`config.mk`:
```
export PLATFORM = sky130hd
export DESIGN_NAME = serial_link_controller
export DESIGN_NICKNAME = d
export VERILOG_FILES = /design/src/rtl/serial_link_controller.sv
export SDC_FILE = /design/constraint.sdc
export NUM_CORES = 1
export LEC_CHECK = 0
export ABC_AREA = 1
export BUFFER_PORTS_ARGS = -buffer_cell sky130_fd_sc_hd__buf_2
export CAP_MARGIN = 10
export CORE_MARGIN = 2
export CORE_UTILIZATION = 30
export DETAILED_ROUTE_END_ITERATION = 8
export GPL_TIMING_DRIVEN = 0
export SETUP_SLACK_MARGIN = 0.5
export SLEW_MARGIN = 10
export SYNTH_ARGS = -nofsm -noshare
export SYNTH_HDL_FRONTEND = slang
export SYNTH_SLANG_ARGS = --single-unit
export TNS_END_PERCENT = 10
```
`constraint.sdc`:
```
create_clock -name clock -period 1.6 [get_ports clock]
set_input_delay 0.24 -clock clock [delete_from_list [all_inputs] [get_ports clock]]
set_output_delay 0.24 -clock clock [all_outputs]
set_load 0.02 [all_outputs]
```
`src/rtl/serial_link_controller.sv`:
```
// serial_link_controller
// Half-duplex sequencer for an external 12-bit serial shift register.
// It generates bit timing and drives the preset, load and shift strobes.
// It frames outgoing bytes and de-frames and checks incoming frames.
// Frame layout, first bit on the wire at bit 0:
//   {stop, stop, parity, data[7:0], start}
module serial_link_controller #(
  parameter int CLKS_PER_BIT = 16,
  parameter bit PARITY_ODD   = 1'b0
) (
  input  logic        clock,
  input  logic        reset,
  input  logic [7:0]  tx_data,
  input  logic        tx_valid,
  output logic        tx_ready,
  input  logic        rx_line,
  output logic        tx_line,
  output logic [7:0]  rx_data,
  output logic        rx_valid,
  output logic        rx_parity_err,
  output logic        rx_frame_err,
  output logic        busy,
  output logic        sr_preset_n,
  output logic        sr_load,
  output logic        sr_shift,
  output logic [11:0] sr_d_in,
  output logic        sr_rx,
  input  logic        sr_tx,
  input  logic [11:0] sr_d_out
);

  localparam int CW = $clog2(CLKS_PER_BIT);
  localparam logic [CW-1:0] BAUD_LAST = CW'(CLKS_PER_BIT - 1);
  localparam logic [CW-1:0] HALF_LAST = CW'(CLKS_PER_BIT / 2 - 1);

  typedef enum logic [2:0] {
    ST_IDLE     = 3'd0,
    ST_TX_LOAD  = 3'd1,
    ST_TX_BITS  = 3'd2,
    ST_RX_START = 3'd3,
    ST_RX_BITS  = 3'd4,
    ST_RX_DONE  = 3'd5
  } state_t;

  state_t        state_r, state_nxt_s;
  logic [CW-1:0] baud_r, baud_nxt_s;
  logic [3:0]    bit_r, bit_nxt_s;
  logic [1:0]    sync_r;
  logic [7:0]    tx_byte_r;
  logic [7:0]    rx_data_r;
  logic          rx_perr_r, rx_ferr_r;
  logic          rxs_s;
  logic          tx_ready_s, load_s, shift_s, done_s, capture_s;
  logic          rx_perr_s, rx_ferr_s;

  // Parity bit for a data byte: XOR of all data bits, inverted for odd parity.
  function automatic logic parity_of(input logic [7:0] d);
    return (^d) ^ PARITY_ODD;
  endfunction

  assign rxs_s = sync_r[1];

  // Two-flop synchroniser on the asynchronous serial input, idling high.
  always_ff @(posedge clock) begin
    if (reset) begin
      sync_r <= 2'b11;
    end else begin
      sync_r <= {sync_r[0], rx_line};
    end
  end

  // State, baud counter and bit counter registers.
  always_ff @(posedge clock) begin
    if (reset) begin
      state_r <= ST_IDLE;
      baud_r  <= {CW{1'b0}};
      bit_r   <= 4'd0;
    end else begin
      state_r <= state_nxt_s;
      baud_r  <= baud_nxt_s;
      bit_r   <= bit_nxt_s;
    end
  end

  // Capture the byte to send on the transmit handshake.
  always_ff @(posedge clock) begin
    if (reset) begin
      tx_byte_r <= 8'h00;
    end else if (capture_s) begin
      tx_byte_r <= tx_data;
    end
  end

  // Hold the last received byte and its error flags until the next frame.
  always_ff @(posedge clock) begin
    if (reset) begin
      rx_data_r <= 8'h00;
      rx_perr_r <= 1'b0;
      rx_ferr_r <= 1'b0;
    end else if (done_s) begin
      rx_data_r <= sr_d_out[8:1];
      rx_perr_r <= rx_perr_s;
      rx_ferr_r <= rx_ferr_s;
    end
  end

  // Next-state and strobe decode; receive wins over transmit in IDLE.
  always_comb begin
    state_nxt_s = state_r;
    baud_nxt_s  = baud_r;
    bit_nxt_s   = bit_r;
    tx_ready_s  = 1'b0;
    load_s      = 1'b0;
    shift_s     = 1'b0;
    done_s      = 1'b0;
    capture_s   = 1'b0;
    case (state_r)
      ST_IDLE: begin
        tx_ready_s = rxs_s;
        baud_nxt_s = {CW{1'b0}};
        bit_nxt_s  = 4'd0;
        if (!rxs_s) begin
          state_nxt_s = ST_RX_START;
        end else if (tx_valid) begin
          capture_s   = 1'b1;
          state_nxt_s = ST_TX_LOAD;
        end else begin
          state_nxt_s = ST_IDLE;
        end
      end
      ST_TX_LOAD: begin
        load_s      = 1'b1;
        baud_nxt_s  = {CW{1'b0}};
        bit_nxt_s   = 4'd0;
        state_nxt_s = ST_TX_BITS;
      end
      ST_TX_BITS: begin
        if (baud_r == BAUD_LAST) begin
          shift_s    = 1'b1;
          baud_nxt_s = {CW{1'b0}};
          if (bit_r == 4'd11) begin
            state_nxt_s = ST_IDLE;
          end else begin
            bit_nxt_s = bit_r + 4'd1;
          end
        end else begin
          baud_nxt_s = baud_r + CW'(1);
        end
      end
      ST_RX_START: begin
        if (baud_r == HALF_LAST) begin
          baud_nxt_s = {CW{1'b0}};
          if (rxs_s) begin
            state_nxt_s = ST_IDLE;
          end else begin
            shift_s     = 1'b1;
            bit_nxt_s   = 4'd0;
            state_nxt_s = ST_RX_BITS;
          end
        end else begin
          baud_nxt_s = baud_r + CW'(1);
        end
      end
      ST_RX_BITS: begin
        if (baud_r == BAUD_LAST) begin
          shift_s    = 1'b1;
          baud_nxt_s = {CW{1'b0}};
          if (bit_r == 4'd10) begin
            state_nxt_s = ST_RX_DONE;
          end else begin
            bit_nxt_s = bit_r + 4'd1;
          end
        end else begin
          baud_nxt_s = baud_r + CW'(1);
        end
      end
      ST_RX_DONE: begin
        done_s      = 1'b1;
        state_nxt_s = ST_IDLE;
      end
      default: begin
        state_nxt_s = ST_IDLE;
      end
    endcase
  end

  // Frame checks on the completed receive register contents.
  always_comb begin
    rx_perr_s = (sr_d_out[9] != parity_of(sr_d_out[8:1]));
    rx_ferr_s = sr_d_out[0] | (sr_d_out[11:10] != 2'b11);
  end

  // Output decode: reset gates every strobe and parks the serial pins high.
  always_comb begin
    tx_ready      = tx_ready_s & ~reset;
    sr_load       = load_s & ~reset;
    sr_shift      = shift_s & ~reset;
    rx_valid      = done_s & ~reset;
    sr_preset_n   = ~(reset | done_s);
    busy          = (state_r != ST_IDLE) & ~reset;
    sr_d_in       = {2'b11, parity_of(tx_byte_r), tx_byte_r, 1'b0};
    rx_data       = rx_valid ? sr_d_out[8:1] : rx_data_r;
    rx_parity_err = rx_valid ? rx_perr_s : rx_perr_r;
    rx_frame_err  = rx_valid ? rx_ferr_s : rx_ferr_r;
    if (reset) begin
      tx_line = 1'b1;
    end else if ((state_r == ST_TX_LOAD) || (state_r == ST_TX_BITS)) begin
      tx_line = sr_tx;
    end else begin
      tx_line = 1'b1;
    end
    if ((state_r == ST_RX_START) || (state_r == ST_RX_BITS) || (state_r == ST_RX_DONE)) begin
      sr_rx = rxs_s;
    end else begin
      sr_rx = 1'b1;
    end
  end

endmodule
```
==> metrics.json, run 1 <==
{
  "start_util_pct": 30.6,
  "postSynthCellCount": 264,
  "grt_pass1_vias": 1748,
  "finish.instance_area_um2": 2880,
  "final-instance-count-excl-fill": 418,
  "dp_cells": 391,
  "hold_path_class": "in2reg",
  "final_worst_slack_ns": -0.150,
  "fin_crit_sh_pct": 109,
  "hold_ws_ns": 0.139,
  "critPathLaunchType": "flip-flop",
  "final_global_route_overflow_total": 0,
  "final_stage_net_count": 371,
  "total_die_area_um2": 6610,
  "wire_per_inst_um": 11.9,
  "detailedRoute.firstIterationViolations": 82,
  "cp-end-kind": "primary output",
  "final_core_util_pct": 49.2,
  "tritoncts": "yes",
  "ys_async_sr_fraction_pct": 0,
  "drtAntennaViolNets": 0,
  "critical_path_class": "reg2out",
  "crit_path_cell_trace": "inv_6 -> nor3_4 -> nand2_4 -> buf_12 -> o21ai_4 -> buf_6",
  "synthToLayoutAreaGrowth_pct": 60.6,
  "hold_violations": 0,
  "run_status": "complete, but fails checks",
  "core_region_area_um2": 5850,
  "power_mw": 3.76,
  "fraction_of_layout_cells_with_a_size_suffix_above_1_pct": 48.7,
  "rsz0062_at_grt": "yes",
  "boundaryPins": 55,
  "critical_path.max_stage_delay_ns": 0.36,
  "clk-insertion-delay-late_ns": 0.28,
  "htreeDepth": 2,
  "cts_hold_repair.buffers": 0,
  "placementRows": 28,
  "dp_worst_setup_slack_ns": -0.0128,
  "synth_cell_types": 32,
  "final.fill_count": 571,
  "globalRouteTotalUtil_pct": 15.4,
  "ys_seq_elements": 31,
  "path_delay_family": "simple AND/OR/NAND/NOR gates",
  "cts.sink_count": 31,
  "worstMarginPinSlew_ns": 0.660,
  "min_period_ns": 1.75,
  "setup_viol_count_final": 17,
  "grt_first_pass_wirelength_mm": 7.81,
  "timing.setup.tns_ns": -1.84,
  "worstPathBufferInverterCount": 3,
  "violations": "setup timing",
  "worst-endpoint-required_ns": 1.36,
  "gpl.final_weighted_congestion": 0.785,
  "drt_first_pass_iters": 4,
  "wl_mm": 4.97,
  "ys_seq_area_share_pct": 34.6,
  "final-max-slew-violation-count": 0,
  "fmax_mhz": 571,
  "max_slew_margin_pct": 56.0,
  "synth.avg_cell_area_um2": 6.79,
  "cts_buffers": 5,
  "cts.clk_slew.worst_paths_ns": 0.07,
  "most-common-layout-cells": "sky130_fd_sc_hd__nand2_1, sky130_fd_sc_hd__buf_2, sky130_fd_sc_hd__inv_1",
  "port-buffer-count": 51,
  "power.static_leakage_nw": 1.34,
  "cts.path.max_buffers": 2,
  "synth_edf_count": 0,
  "placed_cell_area_um2": 2260,
  "finalClockSkew_ns": 0.00877,
  "n_antenna_cell": 0,
  "grt_start_max_net_pins": 11,
  "clockRootBuffer": "sky130_fd_sc_hd__clkbuf_8",
  "irDropWorstVdd_mv": 1.07,
  "crit_slowest_cell": "sky130_fd_sc_hd__dfxtp_4",
  "critical_path_peak_fanout": 8,
  "viasPerCell": 4.55,
  "remaining_drc_errors": 0,
  "initial_antenna_violation_count": 0,
  "die_height_um": 81.3,
  "layout.cells.most_common": "sky130_fd_sc_hd__nand2_1",
  "synth-main-ff-cell": "sky130_fd_sc_hd__dfxtp_1",
  "ys_warn_count": 0,
  "maxCapViolCount": 0,
  "dp_hpwl_mm": 3.21,
  "vias": 1900,
  "crit_arrival_ns": 1.51,
  "mappedNetlistArea_um2": 1790,
  "powerDensity_nw_per_um2": 1310,
  "die_width_um": 81.3
}
-- layout make-up --
type / instances / area [um^2] / share of cell area (%)
Buffer: 8 / 70.1 / 2.43
Clock buffer: 7 / 97.6 / 3.39
Inverter: 39 / 161 / 5.61
Multi-Input combinational cell: 187 / 1250 / 43.4
Sequential cell: 31 / 644 / 22.4
Tap cell: 75 / 93.8 / 3.26
Timing Repair Buffer: 71 / 563 / 19.6
-- repair_timing --
item / 4_1_cts / 5_1_grt
resized for setup: 66 / 45
pin swaps: 16 / 14
gates cloned: 1 / 0
endpoints found under the setup margin: 47 / 53
setup buffers: 18 / 1
-- kinds of logic (layout without fill, tap and decap cells) --
kind of cell | count (synthesis) | count (layout) | synth area share (%)
buffers and inverters | 47 | 125 | 11.6
flip-flops | 31 | 31 | 34.6
AO/OA/AOI/OAI | 55 | 55 | 18.0
XOR/XNOR | 9 | 9 | 4.40
adder cells (fa/ha/maj) | 3 | 3 | 2.09
other | 2 | 3 | 0.419
AND/OR/NAND/NOR | 117 | 117 | 28.9
-- registers in the layout, summed over array words and instances (netlist names) --
signal,count
tx_byte_r,8
bit_r,4
rx_ferr_r,1
baud_r,4
rx_perr_r,1
rx_data_r,8
sync_r,2
state_r,3
-- Yosys cell counts (2+ instances only) --
library cell	n	share of area [%]
sky130_fd_sc_hd__inv_2	6	1.3
sky130_fd_sc_hd__inv_1	33	6.9
sky130_fd_sc_hd__nand2_1	70	15
sky130_fd_sc_hd__o21ai_0	14	3.9
sky130_fd_sc_hd__nand2_2	3	1.0
sky130_fd_sc_hd__nand3_1	13	3.6
sky130_fd_sc_hd__o21ai_2	7	3.4
sky130_fd_sc_hd__conb_1	2	0.42
sky130_fd_sc_hd__o21ai_1	10	2.8
sky130_fd_sc_hd__xnor2_1	7	3.4
sky130_fd_sc_hd__or2_2	4	1.4
sky130_fd_sc_hd__xor2_1	2	0.98
sky130_fd_sc_hd__buf_4	4	1.7
sky130_fd_sc_hd__ha_1	3	2.1
sky130_fd_sc_hd__dfxtp_1	31	35
sky130_fd_sc_hd__a21oi_1	19	5.3
sky130_fd_sc_hd__nor2_1	18	3.8
sky130_fd_sc_hd__buf_6	2	1.3
sky130_fd_sc_hd__nand4_1	3	1.0
-- worst register-to-register path: cells and delay by family (launching register included) --
family / cells / cell delay (ns)
buffers and inverters: 5 / 0.44
AND/OR/NAND/NOR: 5 / 0.39
AO/OA/AOI/OAI: 2 / 0.22
flip-flops: 1 / 0.35
adder cells (fa/ha/maj): 1 / 0.16
-- where the power goes --
group          switching (mW)  total (mW)  internal [mW]
clock                   0.289       0.682          0.393
sequential              0.172        1.12          0.948
combinational            1.13        1.96          0.830
total                    1.59        3.76           2.17
-- path summary, 6_finish.rpt --
| check | from | end | slack [ns] | cells after the start |
|---|---|---|---|---|
| max | state_r[2]$_SDFFE_PP0P_ | rx_data[0] | -0.15 | 6 |
| min | rx_line | sync_r[0]$_SDFF_PP1_ | 0.14 | 2 |
| max reg2reg | baud_r[1]$_SDFFE_PP0P_ | bit_r[2]$_SDFFE_PP0P_ | -0.09 | 13 |
| min reg2reg | sync_r[0]$_SDFF_PP1_ | sync_r[1]$_SDFF_PP1_ | 0.42 | 1 |
-- per-layer routing --
metal / wire length, um / part of all wire (%) / vias to the layer above / global-route usage (%)
li1: - / - / 993 / -
met1: 2120 / 43 / 834 / 19.5
met2: 2340 / 47 / 63 / 23.7
met3: 364 / 7.3 / 10 / 4.22
met4: 146 / 2.9 / 0 / 8.31
met5: 0 / 0 / - / 0
Note: power is estimated with default switching activity, not from simulation.
==> inputs of run 2 (changes only) <==
--- a/config.mk
+++ b/config.mk
@@ -6,11 +6,11 @@
 export NUM_CORES = 1
 export LEC_CHECK = 0
 export ABC_AREA = 1
-export BUFFER_PORTS_ARGS = -buffer_cell sky130_fd_sc_hd__buf_2
 export CAP_MARGIN = 10
 export CORE_MARGIN = 2
 export CORE_UTILIZATION = 30
 export DETAILED_ROUTE_END_ITERATION = 8
+export DONT_BUFFER_PORTS = 1
 export GPL_TIMING_DRIVEN = 0
 export SETUP_SLACK_MARGIN = 0.5
 export SLEW_MARGIN = 10
==> constraint.sdc (replaced) <==
create_clock -name clock -period 1.9 [get_ports clock]
set_input_delay 0.285 -clock clock [delete_from_list [all_inputs] [get_ports clock]]
set_output_delay 0.285 -clock clock [all_outputs]
set_load 0.02 [all_outputs]
==> run 2 against run 1 <==
The run now ends clean. Final area shrank 16%. Combinational power decreased by 28%. Core utilization is 7.7 points lower. Final cell count fell by 14%. Flip-flop and latch count is the same. Critical endpoint is now sr_shift. Critical path depth is 1 higher. Via count decreased by 9.8%. Register-to-register slack improved by 0.55 ns. Global-route usage down 1.9 points.
==> metrics.json, run 2 (synthesis gave the netlist of run 1 again) <==
{
  "crit_arrival_ns": 1.56,
  "most-common-layout-cells": "sky130_fd_sc_hd__nand2_1, sky130_fd_sc_hd__inv_1, sky130_fd_sc_hd__a21oi_1, sky130_fd_sc_hd__dfxtp_1",
  "total_die_area_um2": 6610,
  "maxCapViolCount": 0,
  "powerDensity_nw_per_um2": 1210,
  "gpl.final_weighted_congestion": 0.858,
  "critPathLaunchType": "flip-flop",
  "clockRootBuffer": "sky130_fd_sc_hd__clkbuf_8",
  "fin_crit_sh_pct": 97.1,
  "final_stage_net_count": 312,
  "cts.sink_count": 31,
  "globalRouteTotalUtil_pct": 13.5,
  "wire_per_inst_um": 12.5,
  "remaining_drc_errors": 0,
  "cp-end-kind": "primary output",
  "min_period_ns": 1.85,
  "worst-endpoint-required_ns": 1.62,
  "fmax_mhz": 542,
  "cts_hold_repair.buffers": 0,
  "critical_path_class": "reg2out",
  "drt_first_pass_iters": 4,
  "power.static_leakage_nw": 1.03,
  "die_height_um": 81.3,
  "worstMarginPinSlew_ns": 0.815,
  "tritoncts": "yes",
  "htreeDepth": 2,
  "detailedRoute.firstIterationViolations": 55,
  "wl_mm": 4.50,
  "setup.reg_to_reg.worst_slack_ns": 0.46,
  "cts_buffers": 5,
  "finish.instance_area_um2": 2430,
  "placed_cell_area_um2": 1910,
  "start_util_pct": 30.6,
  "placementRows": 28,
  "layout.cells.most_common": "sky130_fd_sc_hd__nand2_1",
  "fraction_of_layout_cells_with_a_size_suffix_above_1_pct": 34.2,
  "synthToLayoutAreaGrowth_pct": 35.6,
  "run_status": "finished clean",
  "hold_path_class": "in2reg",
  "initial_antenna_violation_count": 1,
  "final_global_route_overflow_total": 0,
  "irDropWorstVdd_mv": 0.859,
  "drtAntennaViolNets": 0,
  "hold_ws_ns": 0.101,
  "grt_start_max_net_pins": 11,
  "grt_first_pass_wirelength_mm": 6.80,
  "rsz0062_at_grt": "yes",
  "dp_hpwl_mm": 3.03,
  "setup_viol_count_final": 0,
  "largestRegisters": "rx_data_r: 8 flops, tx_byte_r: 8 flops",
  "max_slew_margin_pct": 45.6,
  "vias": 1714,
  "core_region_area_um2": 5850,
  "final-max-slew-violation-count": 0,
  "boundaryPins": 55,
  "critical_path_peak_fanout": 5,
  "cts.path.max_buffers": 2,
  "grt_pass1_vias": 1555,
  "die_width_um": 81.3,
  "clk-insertion-delay-late_ns": 0.28,
  "port-buffer-count": 0,
  "cts.clk_slew.worst_paths_ns": 0.07,
  "hold_violations": 0,
  "finalClockSkew_ns": 0.00522,
  "viasPerCell": 4.76
}
-- run 2: area by class of cell --
type	instances	area [um^2]
clock buffer	6	82.6
antenna	1	2.50
tap	75	93.8
timing repair buffer	12	121
buffer	8	82.6
sequential	31	647
fill	586	3420
clock inverter	1	5.00
inverter	39	164
multi-input combinational	187	1230
-- run 2: through the flow --
| stage | total power, mW | TNS [ns] | utilization (%) | setup WS (ns) | std cells |
|---|---|---|---|---|---|
| floorplan | 1.85 | 0 | - | 0.386 | 265 |
| global placement | 2.00 | 0 | 32.6 | 0.0856 | 340 |
| detailed placement | 2.02 | 0 | 32.6 | 0.0911 | 340 |
| CTS | 2.67 | 0 | 38.3 | 0.0878 | 357 |
| global route | 3.17 | -0.0182 | 41.6 | -0.00870 | 360 |
| finish | 2.94 | 0 | 41.6 | 0.0547 | 360 |
-- run 2: worst max-delay path, cell delays in order (launching register included) --
cell	delay [ns]
sky130_fd_sc_hd__dfxtp_4	0.39
sky130_fd_sc_hd__buf_4	0.13
sky130_fd_sc_hd__nand3_1	0.13
sky130_fd_sc_hd__inv_2	0.12
sky130_fd_sc_hd__nand2_1	0.10
sky130_fd_sc_hd__o22ai_2	0.16
sky130_fd_sc_hd__inv_1	0.08
sky130_fd_sc_hd__nor2_4	0.18
-- run 2: final timing paths --
path | end | depth (start not counted) | start
hold reg to reg | sync_r[1]$_SDFF_PP1_ | 1 | sync_r[0]$_SDFF_PP1_
hold / removal | sync_r[0]$_SDFF_PP1_ | 1 | rx_line
setup / recovery | sr_shift | 7 | state_r[0]$_SDFFE_PP0P_
setup reg to reg | rx_data_r[0]$_SDFFE_PP0N_ | 7 | state_r[2]$_SDFFE_PP0P_
-- run 2: per-layer routing --
layer | part of all wire [%] | global-route usage [%] | up-vias
li1 | - | - | 877
met1 | 41 | 15.1 | 777
met2 | 49 | 22.9 | 53
met3 | 8.2 | 4.89 | 7
met4 | 1.8 | 6.10 | 0
met5 | 0 | 0 | -
-- run 2: repair_timing --
action	CTS	global route
endpoints found under the setup margin	39	46
pin swaps	4	17
buffers inserted	9	2
resized for setup	35	55
cloned	1	0
-- run 2: power by group --
| group | total [mW] | switching, mW | internal [mW] | leakage, nW |
|---|---|---|---|---|
| Clock | 0.521 | 0.238 | 0.284 | 0.0471 |
| Combinational | 1.41 | 0.862 | 0.548 | 0.726 |
| Sequential | 1.00 | 0.202 | 0.802 | 0.259 |
